### src/rtl/serial_adder_pkg.sv
// Shared types and sizing helpers for the serial adder.
//   state_e    : control FSM state (idle / running / result held)
//   nchunk()   : number of chunk cycles per operation
//   cnt_width(): width of the chunk counter (at least 1 bit)
package serial_adder_pkg;

  typedef enum logic [1:0] {
    StIdle = 2'd0,
    StRun  = 2'd1,
    StDone = 2'd2
  } state_e;

  function automatic int unsigned nchunk(int unsigned width, int unsigned chunk);
    return width / chunk;
  endfunction

  // A single-chunk build still needs a 1-bit counter to keep the logic well formed.
  function automatic int unsigned cnt_width(int unsigned n);
    return (n > 1) ? $clog2(n) : 1;
  endfunction

endpackage

### src/rtl/serial_adder_fa_chunk.sv
// Combinational CHUNK-bit ripple of full-adder cells.
// Ports:
//   x, y     : chunk operands
//   ci       : carry into bit 0
//   s        : chunk sum
//   co       : carry out of the top bit
//   c_msb_in : carry into the top bit (used for signed overflow)
module fa_chunk #(
  parameter int unsigned CHUNK = 2
) (
  input  logic [CHUNK-1:0] x,
  input  logic [CHUNK-1:0] y,
  input  logic             ci,
  output logic [CHUNK-1:0] s,
  output logic             co,
  output logic             c_msb_in
);

  logic [CHUNK:0] c;

  always_comb begin
    c    = '0;
    s    = '0;
    c[0] = ci;
    for (int i = 0; i < int'(CHUNK); i++) begin
      s[i]   = x[i] ^ y[i] ^ c[i];
      c[i+1] = (x[i] & y[i]) | (x[i] & c[i]) | (y[i] & c[i]);
    end
  end

  assign co       = c[CHUNK];
  assign c_msb_in = c[CHUNK-1];

endmodule

### src/rtl/serial_adder.sv
// Multi-cycle adder: a + b + cin, CHUNK bits per clock, LSB chunk first.
// Valid/ready handshake on both sides; one result per NCHUNK+2 cycles.
// Ports:
//   clk, rst_n           : clock (rising edge), asynchronous active-low reset
//   in_valid / in_ready  : operand handshake (a, b, cin, sub sampled on accept)
//   a, b, cin            : operands and carry-in
//   sub                  : subtract select (only with SERIAL_ADDER_SUB_EN)
//   out_valid / out_ready: result handshake
//   sum, cout, ovf       : result, carry-out of MSB, signed overflow
// Build option: define SERIAL_ADDER_SUB_EN to add the sub port (a - b via ~b + 1).
module serial_adder #(
  parameter int unsigned WIDTH = 8,
  parameter int unsigned CHUNK = 2
) (
  input  logic             clk,
  input  logic             rst_n,
  input  logic             in_valid,
  output logic             in_ready,
  input  logic [WIDTH-1:0] a,
  input  logic [WIDTH-1:0] b,
  input  logic             cin,
`ifdef SERIAL_ADDER_SUB_EN
  input  logic             sub,
`endif
  output logic             out_valid,
  input  logic             out_ready,
  output logic [WIDTH-1:0] sum,
  output logic             cout,
  output logic             ovf
);

  import serial_adder_pkg::*;

  localparam int unsigned NCHUNK = nchunk(WIDTH, CHUNK);
  localparam int unsigned CNT_W  = cnt_width(NCHUNK);
  localparam logic [CNT_W-1:0] LastCnt = CNT_W'(NCHUNK - 1);

  state_e           state_q, state_d;
  logic [CNT_W-1:0] cnt_q, cnt_d;
  logic [WIDTH-1:0] a_q, a_d;
  logic [WIDTH-1:0] b_q, b_d;
  logic [WIDTH-1:0] sum_q, sum_d;
  logic             carry_q, carry_d;
  logic             cout_q, cout_d;
  logic             ovf_q, ovf_d;

  logic [CHUNK-1:0] chunk_s;
  logic             chunk_co;
  logic             chunk_c_msb;
  logic [WIDTH-1:0] chunk_top;

  fa_chunk #(
    .CHUNK(CHUNK)
  ) u_fa_chunk (
    .x       (a_q[CHUNK-1:0]),
    .y       (b_q[CHUNK-1:0]),
    .ci      (carry_q),
    .s       (chunk_s),
    .co      (chunk_co),
    .c_msb_in(chunk_c_msb)
  );

  // New chunk enters at the top so the LSB chunk ends up at bit 0 after NCHUNK shifts.
  assign chunk_top = WIDTH'(chunk_s) << (WIDTH - CHUNK);

  // Gated with rst_n so no operand is offered while reset is held.
  assign in_ready  = (state_q == StIdle) && rst_n;
  assign out_valid = (state_q == StDone);
  assign sum       = sum_q;
  assign cout      = cout_q;
  assign ovf       = ovf_q;

  always_comb begin
    state_d = state_q;
    cnt_d   = cnt_q;
    a_d     = a_q;
    b_d     = b_q;
    sum_d   = sum_q;
    carry_d = carry_q;
    cout_d  = cout_q;
    ovf_d   = ovf_q;
    case (state_q)
      StIdle: begin
        if (in_valid && in_ready) begin
          a_d     = a;
          b_d     = b;
          carry_d = cin;
`ifdef SERIAL_ADDER_SUB_EN
          if (sub) begin
            b_d     = ~b;
            carry_d = 1'b1;
          end
`endif
          cnt_d   = '0;
          state_d = StRun;
        end
      end
      StRun: begin
        a_d     = a_q >> CHUNK;
        b_d     = b_q >> CHUNK;
        sum_d   = (sum_q >> CHUNK) | chunk_top;
        carry_d = chunk_co;
        if (cnt_q == LastCnt) begin
          cout_d  = chunk_co;
          ovf_d   = chunk_co ^ chunk_c_msb;
          state_d = StDone;
        end else begin
          cnt_d = cnt_q + CNT_W'(1);
        end
      end
      StDone: begin
        if (out_ready) begin
          state_d = StIdle;
        end
      end
      default: state_d = StIdle;
    endcase
  end

  always_ff @(posedge clk or negedge rst_n) begin
    if (!rst_n) begin
      state_q <= StIdle;
      cnt_q   <= '0;
      a_q     <= '0;
      b_q     <= '0;
      sum_q   <= '0;
      carry_q <= 1'b0;
      cout_q  <= 1'b0;
      ovf_q   <= 1'b0;
    end else begin
      state_q <= state_d;
      cnt_q   <= cnt_d;
      a_q     <= a_d;
      b_q     <= b_d;
      sum_q   <= sum_d;
      carry_q <= carry_d;
      cout_q  <= cout_d;
      ovf_q   <= ovf_d;
    end
  end

endmodule
### config.mk
export PLATFORM = sky130hd
export DESIGN_NAME = serial_adder
export DESIGN_NICKNAME = d
export VERILOG_FILES = /design/src/rtl/serial_adder_pkg.sv /design/src/rtl/serial_adder_fa_chunk.sv /design/src/rtl/serial_adder.sv
export SDC_FILE = /design/constraint.sdc
export NUM_CORES = 1
export LEC_CHECK = 0
export CAP_MARGIN = 10
export CORE_ASPECT_RATIO = 0.75
export CORE_UTILIZATION = 45
export DETAILED_ROUTE_END_ITERATION = 12
export PLACE_DENSITY = 0.8
export SLEW_MARGIN = 0
export SYNTH_ARGS = -nofsm -noshare
export SYNTH_HDL_FRONTEND = slang
export SYNTH_SLANG_ARGS = --single-unit
### constraint.sdc
create_clock -name clk -period 3.6 [get_ports clk]
set_clock_uncertainty 0.1 [all_clocks]
set_input_delay 0.54 -clock clk [delete_from_list [all_inputs] [get_ports clk]]
set_output_delay 0.54 -clock clk [all_outputs]
set_load 0.02 [all_outputs]
== Word level (Yosys, flattened, before mapping) ==
Index checks and enable logic that the tools add are counted.

* Add/sub/neg operators: 1
* Equality and inequality tests: 7
* Multiplexer cells: 13
* Bitwise logic cells: 16
* Reduce and logical (&&, ||, !) cells: 8

{| class="wikitable"
|+ Operator list
! operator !! count
|-
| one-hot mux 8 bit (2 select lines) || 2
|-
| two-way mux 8 bit || 2
|-
| two-way mux 2 bit || 5
|-
| bitwise OR 6 x 8 -> 8 bit || 1
|-
| AND 1 bit || 6
|-
| one-hot mux 2 bit (3 select lines) || 1
|-
| AND reduction 3 bit || 2
|-
| bitwise XOR 1 bit || 5
|-
| equality test 2 bit (second input constant) || 2
|-
| != test 2 x 1 -> 1 bit (second input constant) || 2
|-
| != test 2 bit (second input constant) || 2
|-
| bitwise OR 1 bit || 4
|-
| one-hot mux 2 bit (2 select lines) || 1
|-
| AND reduction 2 bit || 2
|-
| adder 2 x 1 -> 2 bit (second input constant) || 1
|-
| equality test 2 x 1 -> 1 bit (second input constant) || 1
|-
| logical AND 1 bit || 2
|-
| zero test 2 bit || 1
|-
| one-hot mux 1 bit (2 select lines) || 1
|-
| nonzero test 2 bit || 1
|-
| two-way mux 1 bit || 1
|}

* Register bits after elaboration: 31
* Logic and storage cells: 53

== Longest topological paths before layout ==
Gate-level depths: netlist (run 1).

* Word-level depth: 7
* Gate-level depth with buffers: 6
* Mapped depth without buffers: 6

== By module ==
From an unflattened synthesis (run 1), not the netlist that was laid out.

* Cell total of the unflattened synthesis: 144
* Area, all modules: 1,529.0 sq um

{| class="wikitable"
|+ By module, submodules not included
! module !! times used !! cells an instance !! area an instance (sq um) !! seq. area each (sq um)
|-
| serial_adder || 1 || 133 || 1,455.1 || 775.7
|-
| fa_chunk || 1 || 11 || 73.8 || 0.0
|}

== Worst setup path before layout (run 1) ==
OpenSTA, ideal clock, no wires.

* Path type: reg-to-reg
* Start: register a_q[0]
* End: register ovf_q (netlist: ovf)
* Setup time: 0.129 ns
* Arrival time: 1.492 ns
* Data required time: 3.371 ns
* Setup slack: 1.879 ns
* Cell stages (with the launch flop): 6
* Path buffers: 0
* Cell sequence: dfrtp_1 > inv_1 > fa_1 > fa_1 > xnor2_1 > o21ai_0

* Word-level cells in the longest chain between the ends: 7
* Elaborated cells between the ends (all ways): 9
* Classes of those cells: 9 x bitwise

{| class="wikitable"
|+ Ends and longest elaborated chain
! what !! line !! text
|-
| start: declaration || serial_adder.sv:40 || <nowiki>logic [WIDTH-1:0] a_q, a_d;</nowiki>
|-
| start signal: assignment || serial_adder.sv:124 || <nowiki>a_q <= '0;</nowiki>
|-
| start signal: assignment || serial_adder.sv:133 || <nowiki>a_q <= a_d;</nowiki>
|-
| AND 1 bit || serial_adder_fa_chunk.sv:27 || <nowiki>c[i+1] = (x[i] & y[i]) | (x[i] & c[i]) | (y[i] & c[i]);</nowiki>
|-
| bitwise OR 1 bit * (2 in series) || serial_adder_fa_chunk.sv:27 ||
|-
| AND 1 bit || serial_adder_fa_chunk.sv:27 ||
|-
| bitwise OR 1 bit (2 in series) || serial_adder_fa_chunk.sv:27 ||
|-
| bitwise XOR 1 bit * || serial_adder.sv:105 || <nowiki>ovf_d = chunk_co ^ chunk_c_msb;</nowiki>
|-
| end signal: assignment || serial_adder.sv:138 || <nowiki>ovf_q <= ovf_d;</nowiki>
|-
| end: declaration || serial_adder.sv:45 || <nowiki>logic ovf_q, ovf_d;</nowiki>
|}

Mark *: on every way between the ends. The rest lies on a longest branch, timed or not.
A chain may end at the register's enable or synchronous reset.

== Final worst setup path (run 1) ==
* Start: input rst_n
* End: output in_ready

* Word-level cells in the longest chain between the ends: 1

{| class="wikitable"
|+ Ends and longest elaborated chain
! what !! line !! text
|-
| start: declaration || serial_adder.sv:16 || <nowiki>input logic rst_n,</nowiki>
|-
| logical AND 1 bit || serial_adder.sv:67 || <nowiki>assign in_ready = (state_q == StIdle) && rst_n;</nowiki>
|-
| end: declaration || serial_adder.sv:18 || <nowiki>output logic in_ready,</nowiki>
|}

No other way between the ends.

==> results of run 1 <==
[kinds of logic after synthesis]
kind of cell               count (synthesis)
adders and majority gates                  3
DFF                                       31
xor gates and xnor gates                   1
muxes                                      7
buffers and inverters                     18
and+or+nand+nor                           18
AOI/OAI and AO/OA                         52
[flip-flops by register name (all words and copies together), names as in the netlist]
signal   cells
a_q          8
b_q          8
carry_q      1
cnt_q        2
cout         1
ovf          1
state_q      2
sum          8
[routing by layer]
metal | GRT usage, % | vias to the layer above | share of wire, %
met5 | 0 | - | 0
met4 | 9.38 | 0 | 2.0
met3 | 6.92 | 9 | 5.9
met2 | 33.3 | 36 | 46
met1 | 30.4 | 581 | 46
li1 | - | 542 | -
[per-stage QoR]
stage	utilization, %	setup WS [ns]
CTS	62.3	0.996
global route	62.3	0.893
detailed placement	58.4	0.996
finish	62.3	1.00
floorplan	-	1.88
global placement	58.4	1.01
[synthesized netlist by cell type (all sizes together), types with 3 or more instances]
master,count
o22ai,22
and2,4
inv,9
o21ai,6
a21oi,12
dfrtp,31
o2bb2ai,4
buf,9
mux2,7
a32o,3
nor2,4
nand2,6
[placed cells by master, fill, tap and decap left out, drive strengths merged, types with 2 or more instances in the layout]
cell type / synthesis / layout
clkdlybuf4s50: 0 / 32
mux2: 7 / 7
nand2: 6 / 6
clkbuf: 0 / 6
nand3b: 2 / 2
a31oi: 2 / 2
nor2: 4 / 4
buf: 9 / 2
dfrtp: 31 / 31
a32o: 3 / 3
a21oi: 12 / 12
inv: 9 / 9
fa: 2 / 2
o2bb2ai: 4 / 4
o21ai: 6 / 6
o22ai: 22 / 22
and2: 4 / 4
[report_power, final]
group / total [mW] / switching, mW / internal [mW]
registers: 0.658 / 0.142 / 0.516
logic: 0.810 / 0.421 / 0.389
clock network: 0.357 / 0.133 / 0.224
[how the worst max path moves through the flow]
stage	start	endpoint	slack, ns
after floorplan	a_q[0]	ovf	1.88
after global placement	rst_n	in_ready	1.01
after detailed placement	rst_n	in_ready	1.0
after CTS	rst_n	in_ready	1.0
after global routing	state_q[1]	out_valid	0.89
final	rst_n	in_ready	1.00
[worst register-to-register path, cell delays in order (launching register included)]
cell     delay (ns)
dfrtp_1        0.40
inv_1          0.08
fa_1           0.47
fa_1           0.45
xnor2_1        0.19
o21ai_0        0.10
[layout make-up]
cell class	count	area [µm²]	share of cell area, %
clock buffers	6	82.6	4.39
clock inverters	2	35.0	1.86
inverters	9	33.8	1.80
multi-input cells	81	572	30.4
flip-flops and latches	31	776	41.2
well taps	38	47.5	2.53
repair buffers	34	335	17.8
==> results_dict.tcl, run 1 <==
set metrics [dict create \
    antenna_found_initial 0 \
    fmax_ghz 0.385 \
    cts-htree-levels 2 \
    rsz0062_at_grt "no" \
    drc 0 \
    maxSlewViolCount 0 \
    hp-class "flip-flop to flip-flop" \
    avgSynthCellArea_um2 11.3 \
    crit_type "input pin to output pin" \
    outcome "completed" \
    synth_top_family_by_area "compound AO/OA/AOI/OAI gates" \
    yosys.area_share.simple_pct 6.24 \
    crit_path_cell_trace "clkdlybuf4s50_1 -> buf_4 -> and2_1 -> clkdlybuf4s50_1" \
    synth_cells 130 \
    worst-path-max-fanout 14 \
    reg2regPathDepth 5 \
    synth_adder_area_share_pct 3.59 \
    row_count 17 \
    reg2reg_to "ovf" \
    ant_nets 0 \
    rrSetupSlack_ns 1.68 \
    antenna_cells 0 \
    placed_cells 193 \
    drtPass1Iterations 5 \
    finalCritPeriodShare_pct 72.1 \
    grt_pass1_wl_um 5490 \
    finalHoldViolations 0 \
    port_buffers 32 \
    cp_top_family "buffers and inverters" \
    cp_slowest_cell "clkdlybuf4s50_1" \
    top_level_ports 33 \
    drive_gt1_share_pct 11.7 \
    vias 1168 \
    drt_iter0_drc 86 \
    path_clk_slew_ns 0.07 \
    vias_per_cell 5.81 \
    place_area_um2 1760 \
    synth_xor_area_share_pct 0.599 \
    fillers 232 \
    drv_cap 0 \
    netlist_area_um2 1460 \
    ys_seq_area_share_pct 53.0 \
    netlist.top_cell.by_area "dfrtp_1" \
    overflow 0 \
    ir_drop_v 0.000437 \
    ys_top_cells_by_area "dfrtp_1 (53%), o22ai_1 (9.4%), mux2_2 (5.4%)" \
    die_w_um 67.8 \
    cts_inserted_buffers 5 \
    fin_cells 201 \
    synth_seq_cells 31 \
    synth-compound-area-share_pct 23.3 \
    die_y_um 51.4 \
    clk_path_buf_depth 2 \
    core_area_um2 3020 \
    timing.hold.ws_ns 0.402 \
    synth_top_area_share_pct 53.0 \
    setup_tns_ns 0 \
    syn_nets 154 \
    min_path_cells 1 \
    slew_headroom_pct 52.8 \
    nets 186 \
    hpwl_um 2240 \
    grt_pass1_vias 1121 \
    critPathLaunchType "input pin" \
    cp_common_cell "clkdlybuf4s50_1" \
    postCtsHoldBufs 0 \
    critical-path-max-stage-delay_ns 0.60 \
    post_drt_wl_per_cell_um 16.3 \
    initial_core_util_pct 48.4 \
    async_flop_share_pct 100 \
    yosys_warnings 0 \
    synthMuxAreaShare_pct 5.39 \
    cts_tree "done" \
    worstPathArrival_ns 1.96 \
    synthToLayoutAreaGrowth_pct 28.7 \
    cts_setup_buffers 0 \
    synth_top_flop_cell "dfrtp_1" \
    power_mw 1.82 \
    hold_path_startpoint "b_q[7]" \
    root_buffer "clkbuf_8" \
    tightest_slew_ns 0.708 \
    end_kind "output pin" \
    synth_edf_count 0 \
    min_to "b_q[7]" \
    setup_violations 0 \
    r2r_start "a_q[0]" \
    cp.depth 4 \
    clock-sinks 31 \
    routed_wl_um 3270 \
    synth.distinct_cells 25 \
    worstPathRequired_ns 2.96 \
    power.density_nw_per_um2 970 \
    crit_buf_inv 3 \
    die-area_um2 3480 \
    finalCriticalPeriod_ns 2.60 \
    place.gp.congestion 0.784 \
    cts_resized 0 \
    grt_usage_pct 22.5 \
    post-route-cell-area_um2 1880 \
    leakage_nw 0.799 \
    clk_latency_ns 0.29 \
    grt_start_max_net_pins 23 \
]
No activity file was read; power rests on OpenSTA's default activity.
==> run 2: changes to the inputs <==
==> constraint.sdc (replaced) <==
create_clock -name clk -period 2.63 [get_ports clk]
set_clock_uncertainty 0.1 [all_clocks]
set_input_delay 0.3945 -clock clk [delete_from_list [all_inputs] [get_ports clk]]
set_output_delay 0.3945 -clock clk [all_outputs]
set_load 0.02 [all_outputs]
==> results_dict.tcl, run 2 (same netlist as run 1, synthesis figures left out) <==
set metrics [dict create \
    drv_cap 0 \
    mostFrequentLayoutCell "clkdlybuf4s50_1" \
    vias_per_cell 5.76 \
    cts_inserted_buffers 5 \
    power_frac_seq_pct 36.8 \
    antenna_cells 0 \
    clk_path_buf_depth 2 \
    top_usage_layer "met2" \
    finalHoldViolations 0 \
    outcome "completed" \
    vias 1164 \
    finalCritPeriodShare_pct 89.8 \
    hp-class "flip-flop to flip-flop" \
    place.gp.congestion 0.769 \
    grt_start_max_net_pins 22 \
    end_kind "output pin" \
    pre_cts_ws_ns 0.378 \
    p_int_mw 1.44 \
    postCtsHoldBufs 0 \
    worstPathRequired_ns 2.14 \
    gr-usage-met3_pct 6.92 \
    switchingPower_mw 0.950 \
    critPathLaunchType "flip-flop" \
    top_level_ports 33 \
    post_drt_wl_per_cell_um 16.8 \
    worst-path-max-fanout 11 \
    port_buffers 32 \
    power.density_nw_per_um2 1280 \
    cts_resized 0 \
    overflow 0 \
    fillers 240 \
    crit_path_cell_trace "nor2_1 -> and2_1 -> clkdlybuf4s50_1" \
    fmax_ghz 0.423 \
    leakage_nw 0.789 \
    hpwl_um 2370 \
    cts_setup_buffers 0 \
    grtUsageMet1_pct 31.0 \
    drtPass1Iterations 4 \
    setup_tns_ns 0 \
    cts-htree-levels 2 \
    nets 189 \
    critical-path-max-stage-delay_ns 0.59 \
    comb_power_share_pct 49.3 \
    drive_gt1_share_pct 11.6 \
    drc 0 \
    power_mw 2.39 \
    use_met2_pct 35.6 \
    clock-sinks 31 \
    power.share.clock_pct 13.9 \
    path_clk_slew_ns 0.06 \
    drt_iter0_drc 85 \
    die_y_um 51.4 \
    grt_pass1_wl_um 5620 \
    setup_violations 0 \
    cp_slowest_cell "clkdlybuf4s50_1" \
    row_count 17 \
    root_buffer "clkbuf_8" \
    clk_latency_ns 0.27 \
    crit_type "flip-flop to output pin" \
    synthToLayoutAreaGrowth_pct 27.1 \
    antenna_found_initial 0 \
    finalCriticalPeriod_ns 2.36 \
    rsz0062_at_grt "no" \
    die-area_um2 3480 \
    ir_drop_v 0.000545 \
    die_w_um 67.8 \
    worstPathArrival_ns 1.87 \
    grt_pass1_vias 1155 \
    final_cell_mix "clkdlybuf4s50_1 (32), dfrtp_1 (31), o22ai_1 (22)" \
    slew_headroom_pct 61.5 \
    swShare_pct 39.8 \
    routed_wl_um 3400 \
    initial_core_util_pct 48.4 \
    fin_ws_ns 0.268 \
    maxSlewViolCount 0 \
    cts_tree "done" \
    core_area_um2 3020 \
    ant_nets 0 \
    tightest_slew_ns 0.577 \
    grt_usage_pct 22.9 \
]
run 2: worst paths after layout:
path	start	cells past startpoint	endpoint	slack (ns)
max reg2reg	a_q[0]	5	ovf	0.75
min reg2reg	b_q[3]	1	b_q[3]	0.40
max	state_q[1]	3	in_ready	0.27
min in group asynchronous	rst_n	2	state_q[0]	0.44
min	b_q[3]	1	b_q[3]	0.40
max in group asynchronous	rst_n	3	a_q[5]	1.50
run 2: power groups by stage:
stage	sequential, mW	combinational, mW	clock, mW
2_1_floorplan	0.921	0.758	0
3_3_place_gp	0.860	1.12	0
3_5_place_dp	0.878	1.17	0
4_1_cts	0.871	1.18	0.340
5_1_grt	0.903	1.31	0.364
6_report	0.877	1.18	0.332
run 2: worst max-delay path: cells and delay by family (launching register included):
kind	cells	cell delay, ns
DFF	1	0.50
buffers and inverters	1	0.59
and+or+nand+nor	2	0.50
run 2: routing by layer:
layer / vias to the layer above / part of all wire [%]
met5: - / 0
met4: 0 / 0.65
met3: 5 / 4.5
met2: 23 / 49
met1: 592 / 46
li1: 544 / -
run 2: area by class of cell:
cell class	instances	area (µm²)	share of cell area, %
well taps	38	47.5	2.56
repair buffers	37	358	19.2
clock buffers	6	72.6	3.90
inverters	9	33.8	1.82
flip-flops and latches	31	776	41.7
multi-input cells	81	572	30.8
run 2: stage by stage:
step           hold WS [ns]  cells  area (µm²)  utilization, %
6_report              0.401    202        1860            61.6
5_1_grt               0.427    202        1860            61.6
4_1_cts               0.402    202        1860            61.6
3_5_place_dp          0.381    196        1790            59.2
3_3_place_gp          0.375    196        1790            59.2
2_1_floorplan      -0.00109    130        1460               -
==> run 3: changes to the inputs <==
--- a/config.mk
+++ b/config.mk
@@ -10,7 +10,7 @@
 export CORE_UTILIZATION = 45
 export DETAILED_ROUTE_END_ITERATION = 12
 export PLACE_DENSITY = 0.8
-export SLEW_MARGIN = 0
+export SLEW_MARGIN = 20
 export SYNTH_ARGS = -nofsm -noshare
 export SYNTH_HDL_FRONTEND = slang
 export SYNTH_SLANG_ARGS = --single-unit
==> results of run 3 <==
The final DEF is identical to that of run 2; final timing and power are the same.
